<file path="src/rtl/mux_scan_nx1.sv">
// Registered CH:1 multiplexer of WIDTH-bit channels with a manual-select mode
// and an auto-scan mode that streams every channel over a valid/ready output.
`timescale 1ns/1ps
module mux_scan_nx1 #(
    parameter int WIDTH = 1,
    parameter int CH    = 16,
    parameter int SEL_W = $clog2(CH)
) (
    input  logic                  clk,
    input  logic                  rst_n,
    input  logic [CH*WIDTH-1:0]   data_in,
    input  logic                  mode,
    input  logic [SEL_W-1:0]      sel,
    input  logic                  start,
    input  logic                  out_ready,
    output logic [WIDTH-1:0]      out_data,
    output logic [SEL_W-1:0]      out_ch,
    output logic                  out_valid,
    output logic                  busy,
    output logic                  done
);

    localparam int CNT_W = SEL_W + 1;

    typedef enum logic [1:0] {
        ST_IDLE = 2'd0,
        ST_SCAN = 2'd1,
        ST_DONE = 2'd2
    } state_t;

    state_t               state_r, state_s;
    logic [CNT_W-1:0]     cnt_r, cnt_s;
    logic [WIDTH-1:0]     data_r, data_s;
    logic [SEL_W-1:0]     ch_r, ch_s;
    logic                 valid_r, valid_s;
    logic                 busy_r, busy_s;
    logic                 done_r, done_s;
    logic                 accept_s;
    logic                 can_load_s;

    // Select one channel out of the flattened input bus.
    function automatic logic [WIDTH-1:0] pick(input logic [CH*WIDTH-1:0] bus,
                                              input logic [SEL_W-1:0]    idx);
        logic [WIDTH-1:0] r;
        r = '0;
        for (int k = 0; k < CH; k++) begin
            if (idx == SEL_W'(k)) begin
                r = bus[k*WIDTH +: WIDTH];
            end else begin
                r = r;
            end
        end
        return r;
    endfunction

    // Handshake qualifiers shared by every state.
    always_comb begin
        accept_s   = valid_r & out_ready;
        can_load_s = ~valid_r | accept_s;
    end

    // Next-state and next-output logic.
    always_comb begin
        state_s = state_r;
        cnt_s   = cnt_r;
        data_s  = data_r;
        ch_s    = ch_r;
        valid_s = valid_r;
        busy_s  = busy_r;
        done_s  = 1'b0;
        case (state_r)
            ST_IDLE: begin
                busy_s = 1'b0;
                if (!mode) begin
                    if (can_load_s) begin
                        data_s  = pick(data_in, sel);
                        ch_s    = sel;
                        valid_s = 1'b1;
                    end else begin
                        valid_s = valid_r;
                    end
                end else begin
                    // Drain any pending manual beat; a scan starts only from an empty output.
                    if (accept_s) begin
                        valid_s = 1'b0;
                    end else begin
                        valid_s = valid_r;
                    end
                    if (start && !valid_r) begin
                        state_s = ST_SCAN;
                        cnt_s   = '0;
                        busy_s  = 1'b1;
                    end else begin
                        state_s = ST_IDLE;
                    end
                end
            end
            ST_SCAN: begin
                if (can_load_s) begin
                    if (cnt_r < CNT_W'(CH)) begin
                        data_s  = pick(data_in, cnt_r[SEL_W-1:0]);
                        ch_s    = cnt_r[SEL_W-1:0];
                        valid_s = 1'b1;
                        cnt_s   = cnt_r + CNT_W'(1);
                    end else begin
                        // Counter already past CH-1, so this accept retired the last beat.
                        valid_s = 1'b0;
                        state_s = ST_DONE;
                        done_s  = 1'b1;
                        busy_s  = 1'b0;
                        cnt_s   = '0;
                    end
                end else begin
                    valid_s = valid_r;
                end
            end
            ST_DONE: begin
                state_s = ST_IDLE;
                cnt_s   = '0;
                busy_s  = 1'b0;
            end
            default: begin
                state_s = ST_IDLE;
                cnt_s   = '0;
                valid_s = 1'b0;
                busy_s  = 1'b0;
            end
        endcase
    end

    // State and output registers.
    always_ff @(posedge clk or negedge rst_n) begin
        if (!rst_n) begin
            state_r <= ST_IDLE;
            cnt_r   <= '0;
            data_r  <= '0;
            ch_r    <= '0;
            valid_r <= 1'b0;
            busy_r  <= 1'b0;
            done_r  <= 1'b0;
        end else begin
            state_r <= state_s;
            cnt_r   <= cnt_s;
            data_r  <= data_s;
            ch_r    <= ch_s;
            valid_r <= valid_s;
            busy_r  <= busy_s;
            done_r  <= done_s;
        end
    end

    assign out_data  = data_r;
    assign out_ch    = ch_r;
    assign out_valid = valid_r;
    assign busy      = busy_r;
    assign done      = done_r;

endmodule

</file>
<file path="config.mk">
export PLATFORM = sky130hd
export DESIGN_NAME = mux_scan_nx1
export DESIGN_NICKNAME = d
export VERILOG_FILES = /design/src/rtl/mux_scan_nx1.sv
export SDC_FILE = /design/constraint.sdc
export NUM_CORES = 1
export LEC_CHECK = 0
export CAP_MARGIN = 20
export CORE_UTILIZATION = 35
export DETAILED_ROUTE_END_ITERATION = 10
export PLACE_DENSITY = 0.64
export SYNTH_ARGS = -nofsm -noshare
export SYNTH_HDL_FRONTEND = slang
export SYNTH_SLANG_ARGS = --single-unit
</file>
<file path="constraint.sdc">
create_clock -name clk -period 2.2 [get_ports clk]
set_input_delay 0.33 -clock clk [delete_from_list [all_inputs] [get_ports clk]]
set_output_delay 0.33 -clock clk [all_outputs]
set_load 0.005 [all_outputs]
</file>
==> impl_metrics.json, run 1 <==
{
  "status": "complete, no violations",
  "core_um2": 3050,
  "cp_top_family": "compound AO/OA/AOI/OAI gates",
  "cts.sinks": 15,
  "postCtsSetupBuffers": 0,
  "tightest_slew_ps": 653,
  "finalHoldViolations": 0,
  "nFillCells": 317,
  "synth-edff-count": 0,
  "synth-seq-area-share_pct": 33.5,
  "required_ps": 2380,
  "wl_per_cell_um": 12.3,
  "syn_nets": 152,
  "syn_avg_cell_area_um2": 9.11,
  "max_freq_ghz": 0.505,
  "hpwl_mm": 2.03,
  "cts_tree": "built",
  "clk_pin_slew_ps": 90,
  "rsz0062_at_grt": "no",
  "multi_input_area_um2": 673,
  "gp_congestion": 0.787,
  "area_growth_pct": 34.2,
  "row_count": 20,
  "power_per_cell_area_nw_per_um2": 878,
  "synthTopCellsByArea": "dfrtp_1, mux2i_1, mux4_1",
  "r2r-start": "cnt_r[0]$_DFFE_PN0P_",
  "ys_ff_latch": 15,
  "vdd_drop_max_mv": 0.501,
  "async_reset_ff_share_pct": 100,
  "min_period_ps": 1980,
  "h-tree-depth": 1,
  "drtIter0Drc": 16,
  "wl_met3_um": 72,
  "synth_top_cell_by_area": "dfrtp_1",
  "cp.arrival_ps": 2160,
  "ys_warn_count": 0,
  "overflow": 0,
  "die_area_um2": 3430,
  "antenna_found_initial": 0,
  "initial_core_util_pct": 36.7,
  "grt_pass1_vias": 959,
  "antenna_left": 0,
  "track_usage_pct": 15.7,
  "leakage_nw": 0.607,
  "ys_types": 38,
  "crit_path_start_kind": "flop",
  "synthDominantCellAreaShare_pct": 33.5,
  "worstReg2RegEnd": "out_data$_DFFE_PN0P_",
  "cp_cell_sequence": "inv_1, ha_1, nor2_1, a32o_1, o41ai_2, a31oi_1, o32a_1",
  "die_y_um": 58.6,
  "insertion_delay_ps": 280,
  "holdBufCountCts": 0,
  "diodes": 0,
  "regArea_um2": 375,
  "ios": 33,
  "via_per_inst": 5.04,
  "slowest_stage": "dfrtp_1",
  "cp-end-kind": "flop",
  "fin_crit_sh_pct": 90.0,
  "dpl_worst_slack_ps": 97.8,
  "critPathBufInv": 1,
  "clk_path_buf_depth": 2,
  "m1WireLength_mm": 1.18,
  "fp.dieW_um": 58.6,
  "top_layer_used": "met4",
  "skew_ps": 8.08,
  "holdCritPathClass": "in2async",
  "criticalPathCategory": "reg2reg",
  "drc_errors": 0,
  "cts_buffers": 3,
  "layout-drive-gt1-share_pct": 8.92,
  "synth_commonest_cells": "dfrtp_1, nor2_1, nand2_1, a21oi_1, nand3_1",
  "r2r_cells": 7,
  "slew_headroom_pct": 56.3,
  "nets": 187,
  "path_max_fanout": 7,
  "tns_ps": 0,
  "synth_ff_type": "dfrtp_1",
  "slew_violations": 0,
  "final_core_util_pct": 49.3,
  "syn_area_um2": 1120,
  "drv_cap": 0,
  "setup_ws_ps": 220,
  "wirelength_mm": 2.46,
  "root_buffer": "clkbuf_4",
  "cpPeakStageDelay_ps": 430,
  "grt_start_max_net_pins": 16,
  "grt_pass1_wl_mm": 4.11,
  "fin_area_um2": 1500,
  "place_area_um2": 1480,
  "cts_resized": 0,
  "yosysMostFrequentCell": "dfrtp_1",
  "syn_inst": 123,
  "setup_viol": 0,
  "num_vias": 1014,
  "dr_wl_met2_mm": 1.20,
  "portBuffers": 32,
  "rrSetupSlack_ps": 220,
  "dr.pass1.iters": 4
}
sequential cells by signal, summed over array words and instances, names as in the netlist:
register   cells
busy           1
cnt_r          5
done           1
out_ch         4
out_data       1
out_valid      1
state_r        2
cells in the final DEF, fill, tap and decap left out, types with 2 or more instances in the layout:
cell type and n:
a31oi_1 2, nor2b_1 3, clkdlybuf4s50_1 32, inv_1 4, mux2i_1 7, nand3_1 8, nand2_1 11, nor2_1 12
a21oi_1 10, nand2b_1 3, buf_4 5, mux2_4 2, a211oi_1 2, nand3b_1 2, xnor2_1 2, mux4_1 2
nand4_1 3, dfrtp_1 15, o21ai_0 6, ha_1 4, clkbuf_4 3, and2_1 3
worst max-delay path by stage:
stage	cells past startpoint	startpoint	slack, ps	end
floorplan	7	cnt_r[0]$_DFFE_PN0P_	460	out_data$_DFFE_PN0P_
global placement	6	sel[1]	130	out_data$_DFFE_PN0P_
detailed placement	5	sel[0]	100	out_data$_DFFE_PN0P_
CTS	7	cnt_r[0]$_DFFE_PN0P_	210	out_data$_DFFE_PN0P_
global route	7	cnt_r[0]$_DFFE_PN0P_	80	out_data$_DFFE_PN0P_
finish	7	cnt_r[0]$_DFFE_PN0P_	220	out_data$_DFFE_PN0P_
worst register-to-register path: stages (launching register included):
cell and delay (ps):
dfrtp_1 430, inv_1 170, ha_1 300, nor2_1 90
a32o_1 260, o41ai_2 190, a31oi_1 90, o32a_1 350
per-stage QoR:
stage	total power, mW	hold slack [ps]	std cells
CTS	1.34	459	201
global route	1.45	499	201
global placement	1.16	484	197
detailed placement	1.17	511	197
finish	1.32	438	201
floorplan	0.924	34.4	123
report_power, final:
group / total (mW) / internal, mW / switching (mW)
clock network: 0.156 / 0.0675 / 0.0881
registers: 0.454 / 0.365 / 0.0886
logic: 0.711 / 0.374 / 0.338
total: 1.32 / 0.806 / 0.514
metal layers:
layer  GRT usage, %  vias up
met4           3.06        0
met5              0        -
met2           27.6       12
met1           19.1      484
met3           4.62        2
li1               -      516
final cells by class:
type	instances	area share, %
sequential	15	25.0
clock buffer	3	1.50
clock inverter	1	0.333
multi-input combinational	97	44.8
inverter	4	0.998
tap	44	3.66
timing repair buffer	37	23.8
cells by family after synthesis:
group,Yosys count,synth area share (%)
AO/OA/AOI/OAI,30,17.6
XOR/XNOR,2,1.56
adder cells (fa/ha/maj),4,4.46
buffers and inverters,11,6.47
flip-flops,15,33.5
multiplexers,12,14.6
AND/OR/NAND/NOR,49,21.8
Power figures use the tool's default switching activity.
==> run 2: changes to the inputs <==
--- a/config.mk
+++ b/config.mk
@@ -6,8 +6,11 @@
 export NUM_CORES = 1
 export LEC_CHECK = 0
 export CAP_MARGIN = 20
+export CORE_MARGIN = 2
 export CORE_UTILIZATION = 35
+export CTS_CLUSTER_SIZE = 8
 export DETAILED_ROUTE_END_ITERATION = 10
+export HOLD_SLACK_MARGIN = 0.15
 export PLACE_DENSITY = 0.64
 export SYNTH_ARGS = -nofsm -noshare
 export SYNTH_HDL_FRONTEND = slang
==> impl_metrics.json, run 2 (same netlist as run 1, synthesis figures left out) <==
{
  "layout-drive-gt1-share_pct": 8.92,
  "track_usage_pct": 16.5,
  "mostFrequentLayoutCell": "clkdlybuf4s50_1",
  "p_total_mw": 1.33,
  "use_met1_pct": 22.2,
  "finalHoldViolations": 0,
  "slew_violations": 0,
  "path_max_fanout": 7,
  "tightest_slew_ps": 640,
  "crit_path_start_kind": "flop",
  "gp_congestion": 0.808,
  "grt_pass1_vias": 932,
  "overflow": 0,
  "area_growth_pct": 34.2,
  "power_per_cell_area_nw_per_um2": 885,
  "holdCritPathClass": "in2async",
  "dr.pass1.iters": 4,
  "row_count": 20,
  "ios": 33,
  "fin_crit_sh_pct": 91.0,
  "rsz0062_at_grt": "no",
  "tns_ps": 0,
  "status": "complete, no violations",
  "cts.sinks": 15,
  "portBuffers": 32,
  "holdBufCountCts": 0,
  "leakage_nw": 0.607,
  "drtIter0Drc": 24,
  "largest-register": "cnt_r",
  "die_area_um2": 3670,
  "cts_buffers": 3,
  "place_area_um2": 1480,
  "largest_reg_flops": 5,
  "cp-end-kind": "flop",
  "mostFrequentLayoutCells": "clkdlybuf4s50_1, dfrtp_1, nor2_1",
  "antenna_found_initial": 0,
  "use_met3_pct": 4.26,
  "hpwl_mm": 2.09,
  "drv_cap": 0,
  "criticalPathCategory": "reg2reg",
  "grt_pass1_wl_mm": 4.46,
  "dp_cells": 197,
  "skew_ps": 1.17,
  "wirelength_mm": 2.57,
  "setup_viol": 0,
  "r2r_cells": 7,
  "max_freq_ghz": 0.499,
  "min_period_ps": 2000,
  "core_um2": 3050,
  "slew_headroom_pct": 57.2,
  "antenna_left": 0,
  "cts_resized": 0,
  "via_per_inst": 5.02,
  "clk_path_buf_depth": 2,
  "clk_pin_slew_ps": 90,
  "whs_ps": 434,
  "met2_usage_pct": 24.9,
  "num_vias": 1009,
  "die_y_um": 60.6,
  "finalNonFillerCells": 201,
  "grt_start_max_net_pins": 16,
  "nFillCells": 310,
  "root_buffer": "clkbuf_4",
  "fp.dieW_um": 60.6,
  "insertion_delay_ps": 280,
  "wl_per_cell_um": 12.8,
  "cp.arrival_ps": 2170,
  "diodes": 0,
  "required_ps": 2370,
  "fin_area_um2": 1500,
  "initial_core_util_pct": 36.7,
  "cts_tree": "built",
  "drc_errors": 0,
  "grt_busiest_layer": "met2",
  "nets": 187,
  "vdd_drop_max_mv": 0.466,
  "postCtsSetupBuffers": 0,
  "h-tree-depth": 1
}
==> run 2: cell counts in the layout (fill, tap and decap cells not counted) <==
Identical to the previous run, type by type.
==> run 2: cell type report <==
class | count | area, um^2 | share of cell area (%)
clock buffer | 3 | 22.5 | 1.50
sequential | 15 | 375 | 25.0
timing repair buffer | 37 | 358 | 23.8
clock inverter | 1 | 5.00 | 0.333
tap | 44 | 55.1 | 3.66
inverter | 4 | 15.0 | 0.998
multi-input combinational | 97 | 673 | 44.8
==> run 2: final timing paths <==
path                                            start                     to  slack, ps
worst max-delay path             cnt_r[0]$_DFFE_PN0P_   out_data$_DFFE_PN0P_        200
worst min-delay path                            rst_n         done$_DFF_PN0_        430
worst max register to register   cnt_r[0]$_DFFE_PN0P_   out_data$_DFFE_PN0P_        200
worst min register to register  out_ch[2]$_DFFE_PN0P_  out_ch[2]$_DFFE_PN0P_        530
max in group asynchronous                       rst_n  out_valid$_DFFE_PN0P_       1360
min in group clk                out_ch[2]$_DFFE_PN0P_  out_ch[2]$_DFFE_PN0P_        530
==> run 2: metrics by stage <==
stage / setup WS [ps] / util, %
floorplan: 455 / -
global placement: 127 / 48.4
detailed placement: 63.5 / 48.4
CTS: 190 / 49.3
global route: 64.4 / 49.3
finish: 198 / 49.3
==> run 2: critical path, cell delays in order, from the launching register on <==
cell and delay, ps:
dfrtp_1 420, inv_1 170, ha_1 300, nor2_1 90, a32o_1 270, o41ai_2 190, a31oi_1 90, o32a_1 360
==> run 2: layer usage <==
| metal | up-vias | share of wire [%] |
|---|---|---|
| met3 | 6 | 5.0 |
| met2 | 28 | 48 |
| met1 | 459 | 46 |
| li1 | 516 | - |
| met4 | 0 | 1.6 |
| met5 | - | 0 |
==> run 2: where the power goes <==
group / internal, mW / total, mW / switching, mW / leakage [nW]
Clock: 0.0675 / 0.158 / 0.0906 / 0.0177
Combinational: 0.374 / 0.718 / 0.344 / 0.402
Sequential: 0.365 / 0.454 / 0.0896 / 0.187
Total: 0.807 / 1.33 / 0.524 / 0.607
==> patch 1: new RTL, settings of run 1 <==
The 3 states of `state_t` get a one-hot encoding in 3 bits.
--- a/src/rtl/mux_scan_nx1.sv
+++ b/src/rtl/mux_scan_nx1.sv
@@ -23,8 +23,8 @@
     localparam int CNT_W = SEL_W + 1;
 
-    typedef enum logic [1:0] {
-        ST_IDLE = 2'd0,
-        ST_SCAN = 2'd1,
-        ST_DONE = 2'd2
+    typedef enum logic [2:0] {
+        ST_IDLE = 3'b001,
+        ST_SCAN = 3'b010,
+        ST_DONE = 3'b100
     } state_t;
 
Behaviour: same outputs for any inputs over 10 cycles, from zero or initial values and one cycle with rst_n low; not proved beyond that.
==> patch 1 against run 1 <==
Cell area grew 5.4%; wire length rose by 18%; worst setup slack gained 69 ps; synthesized area is 5.4% higher; critical path depth is 1 lower; first-iteration DRC count increased to 3.6 times the old value; die area up 5.2%; count of clock-buffer cells in the layout rose by 1; via count is 14% higher; sequential cell count up 1; critical path type is now in -> reg; critical endpoint unchanged.
Power is not compared: it rests on default switching activity, and its combinational part moved more than twofold at a synthesized area within 25%.
==> patch 1: results (changes against run 1) <==
| Metric | Value |
|---|---|
| Status | `finished clean` |
| Worst EP arrival | `2090 ps (-70 ps)` |
| Reg-to-reg startpoint | `cnt_r[1]` |
| H-tree depth | `1 (unchanged)` |
| PortBufs | `32 (unchanged)` |
| Largest register FFs | `5 (unchanged)` |
| Fraction of layout instances using a drive strength above 1 | `8.14% (-0.78 points)` |
| Final hold slack | `465 ps (+27.1 ps)` |
| GPL Wtd Cong | `0.870 (+11%)` |
| Placed Cells | `212 (+7.6%)` |
| Syn_nets | `168 (+11%)` |
| Commonest cells in the netlist | `nand2_1, dfrtp_1, o21ai_0, nor2_1, a21oi_1` |
| Routed length on met2 | `1450 microns (+21%)` |
| DP HPWL | `2340 microns (+15%)` |
| Largest net degree at the start of global routing | `17 (+1)` |
| Pre-CTS WS | `-13.9 ps (-112 ps)` |
| Global-route wire length before repair | `4660 microns (+13%)` |
| Crit-path max cell delay | `590 ps (+160 ps)` |
| Rel. slew slack | `51.7% (-4.6 points)` |
| Average cell area after synthesis | `8.50 sq um (-6.8%)` |
| DRT met1 WL | `1360 microns (+15%)` |
| Tot GR Track Use | `17.0% (+1.4 points)` |
| First DRT Iteration DRCs | `58 (+42)` |
| Met2 Use GR | `30.2% (+2.6 points)` |
| Worst Hold Class | `in -> async` |
| Met3 GRT Util | `3.90% (-0.72 points)` |
| Final-stage net count | `202 (+8.0%)` |
| Avg Vias per Cell | `5.37 (+6.5%)` |
| Family with the most delay on the worst path | `multiplexers` |
| Via count | `1160 (+14%)` |
| Resized Gates After CTS | `0 (unchanged)` |
| Post-CTS setup buffers | `0 (unchanged)` |
| R2R setup slack | `310 ps (+90 ps)` |
| Clock Skews | `1.51 ps (-6.57 ps)` |
| Worst R2R End | `out_data` |
| Fillers | `292 (-7.9%)` |
| Vias in the first global route | `1057 (+10%)` |
| CP max FO | `3 (-4)` |
| Crit path max-delay cell type | `mux4_1` |
| DP Area | `1550 sq um (+4.9%)` |
| Root Driver | `clkbuf_4` |
| Grt met1 use | `21.6% (+2.5 points)` |
| Sequential share of the synthesized area | `34.0% (+0.52 points)` |
| Final WL | `2910 microns (+18%)` |
| Distinct cells, synth | `41 (+7.9%)` |
| Synth top area cells | `dfrtp_1, nand2_1, o21ai_0` |
| Met3 wire len | `91 microns (+26%)` |
| Cts bufs inserted | `3 (unchanged)` |
==> patch 1: cell types whose count changed in the layout (fill, tap and decap cells not counted), sizes merged, moves of 3 or more <==
cell and change:
nand2 +7, nand3 -6, o21ai +6, nand2b +5, nor3 +5, a21oi -3, a31oi +3, and2 -3
==> patch 1: worst max-delay path by stage <==
stage,start,endpoint,slack [ps],cells after the start
floorplan,state_r[0],out_data,540,5
CTS,sel[0],out_data,280,6
finish,sel[0],out_data,290,6
global placement,sel[0],out_data,70,6
global route,cnt_r[1],out_data,210,7
detailed placement,sel[0],out_data,-10,6
==> patch 1: final cells by class <==
cell class                 count  area, sq um  share of cell area [%]
inverter                       6         22.5                    1.42
tap                           44         55.1                    3.47
timing repair buffer          36          350                    22.1
multi-input combinational    110          719                    45.4
sequential                    16          402                    25.3
clock buffer                   4         36.3                    2.29
==> patch 1: where the power goes <==
group	leakage (nW)	switching [mW]	internal (mW)
sequential	0.203	0.0232	0.331
combinational	0.400	0.107	0.160
clock	0.0210	0.0954	0.101
total	0.624	0.226	0.591
==> patch 1: worst reg2reg max path: cells and delay by family (launching register included) <==
family	cells	cell delay, ps
AO/OA/AOI/OAI	5	980
flip-flops	1	470
buffers and inverters	1	100
adder cells (fa/ha/maj)	1	230
==> patch 1: cell families after synthesis <==
| kind of cell | Yosys count | synth area share [%] |
|---|---|---|
| AND/OR/NAND/NOR | 55 | 23.8 |
| AO/OA/AOI/OAI | 43 | 23.5 |
| flip-flops | 16 | 34.0 |
| buffers and inverters | 13 | 5.08 |
| multiplexers | 8 | 9.32 |
| adder cells (fa/ha/maj) | 4 | 4.24 |
==> patch 2: new RTL, flow settings as in run 1 <==
Without the edit above. `CH`: 16 -> 32.
--- a/src/rtl/mux_scan_nx1.sv
+++ b/src/rtl/mux_scan_nx1.sv
@@ -4,5 +4,5 @@
 module mux_scan_nx1 #(
     parameter int WIDTH = 1,
-    parameter int CH    = 16,
+    parameter int CH    = 32,
     parameter int SEL_W = $clog2(CH)
 ) (
Ports: changed (resized data_in, out_ch and sel); port bits go from 33 to 51. No check against the original RTL was run, so the function may have changed too.
==> patch 2 against run 1 <==
Wire length increased to 2.5 times the old value; utilization increased by 2.5 points; combinational power increased by 110%; power increased by 69%; synthesized area increased by 73%; critical endpoint unchanged; worst setup slack got worse by 64 ps; cell area increased by 79%; sequential cell count increased by 2.
==> patch 2: results (changes against run 1) <==
| Metric | Value |
|---|---|
| Fillers | `527 (+66%)` |
| Largest register FFs | `6 (+1)` |
| Compound-Gate Fraction of Synth Area | `32.9% (+15 points)` |
| Multi-input gate share of the layout cell area | `49.5% (+4.7 points)` |
| Clock group | `228 uW (+46%)` |
| Crit-path max cell delay | `390 ps (-40 ps)` |
| Multi-input logic cell count | `211 (+120%)` |
| Worst Hold Class | `in -> async` |
| Synth Register Bits | `17 (+2)` |
| Finished Layout Cells | `397 (+98%)` |
| Seq. cell area | `425 sq um (+13%)` |
| DRT Pass-1 Iters | `5 (+1)` |
| Clock Skews | `1.12 ps (-6.96 ps)` |
| Multiplexer area fraction after synthesis | `3.68% (-11 points)` |
| Pint | `1.26 mW (+57%)` |
| Sequential share of the synthesized area | `22.0% (-12 points)` |
| Global-route wire length before repair | `10100 microns (+150%)` |
| Drt wl/cell | `15.6 microns (+28%)` |
| Bufs w/o clock | `79 (+110%)` |
| First DRT Iteration DRCs | `235 (+219)` |
| Tot GR Track Use | `21.3% (+5.6 points)` |
| Non-clk buf share | `27.6% (+3.8 points)` |
| Worst-skew pair later-pin latency | `250 ps (-30 ps)` |
| Commonest cells in the netlist | `a21oi_1, nand2_1, dfrtp_1, nor2_1, nand2b_1` |
| Placed Cells | `393 (+99%)` |
| Syn_nets | `313 (+110%)` |
| Pre-CTS WS | `-7.24 ps (-105 ps)` |
| Non-clk invs | `16 (+12)` |
| Clk_buf instances | `4 (+1)` |
| Max rail drop VDD | `499 uV (-0.46%)` |
| Layout area overhead | `39.1%` |
| Distinct cells, synth | `54 (+42%)` |
| Clock transition at path regs | `60 ps (-30 ps)` |
| Status | `finished clean` |
| DP HPWL | `4840 microns (+140%)` |
| Worst EP arrival | `2220 ps (+60 ps)` |
| Fraction of layout instances using a drive strength above 1 | `14.1% (+5.2 points)` |
| P_comb | `1.46 mW (+110%)` |
| Average cell area after synthesis | `7.31 sq um (-20%)` |
| Leakage | `1.09 nW (+79%)` |
| Largest net degree at the start of global routing | `25 (+9)` |
| Root Driver | `clkbuf_8` |
| Vias in the first global route | `2104 (+120%)` |
| GPL Wtd Cong | `0.880 (+12%)` |
| DP Area | `2630 sq um (+78%)` |
| Synth top area cells | `dfrtp_1, a21oi_1, nand2_1` |
## patch 2: cell types whose count changed after synthesis, sizes merged, moves of 5 or more
cell	change
inv	+12
nor2	+5
buf	+15
nor3	+7
nand3	+5
a31oi	+9
nand2b	+12
a21oi	+17
o21ai	+10
nand2	+16
## patch 2: worst paths after layout
kind	startpoint	to	slack, ps	depth (start not counted)
setup / recovery	cnt_r[1]	out_data	160	8
hold / removal	rst_n	out_ch[2]	400	2
setup reg to reg	cnt_r[1]	out_data	160	8
hold reg to reg	out_ch[0]	out_ch[0]	530	2
max in group asynchronous	rst_n	state_r[1]	1600	2
min in group clk	out_ch[0]	out_ch[0]	530	2
## patch 2: per-layer routing
layer	GRT usage [%]	vias to the layer above	wire length, microns
met5	0	-	0
met4	3.65	0	81
met3	4.55	15	511
met2	34.9	119	2840
met1	29.1	1060	2780
li1	-	1106	-
## patch 2: timing repair
action / CTS / global route
gates resized for setup: 0 / 6
endpoints found under the hold margin: 0 / 0
endpoints found under the setup margin: 0 / 1
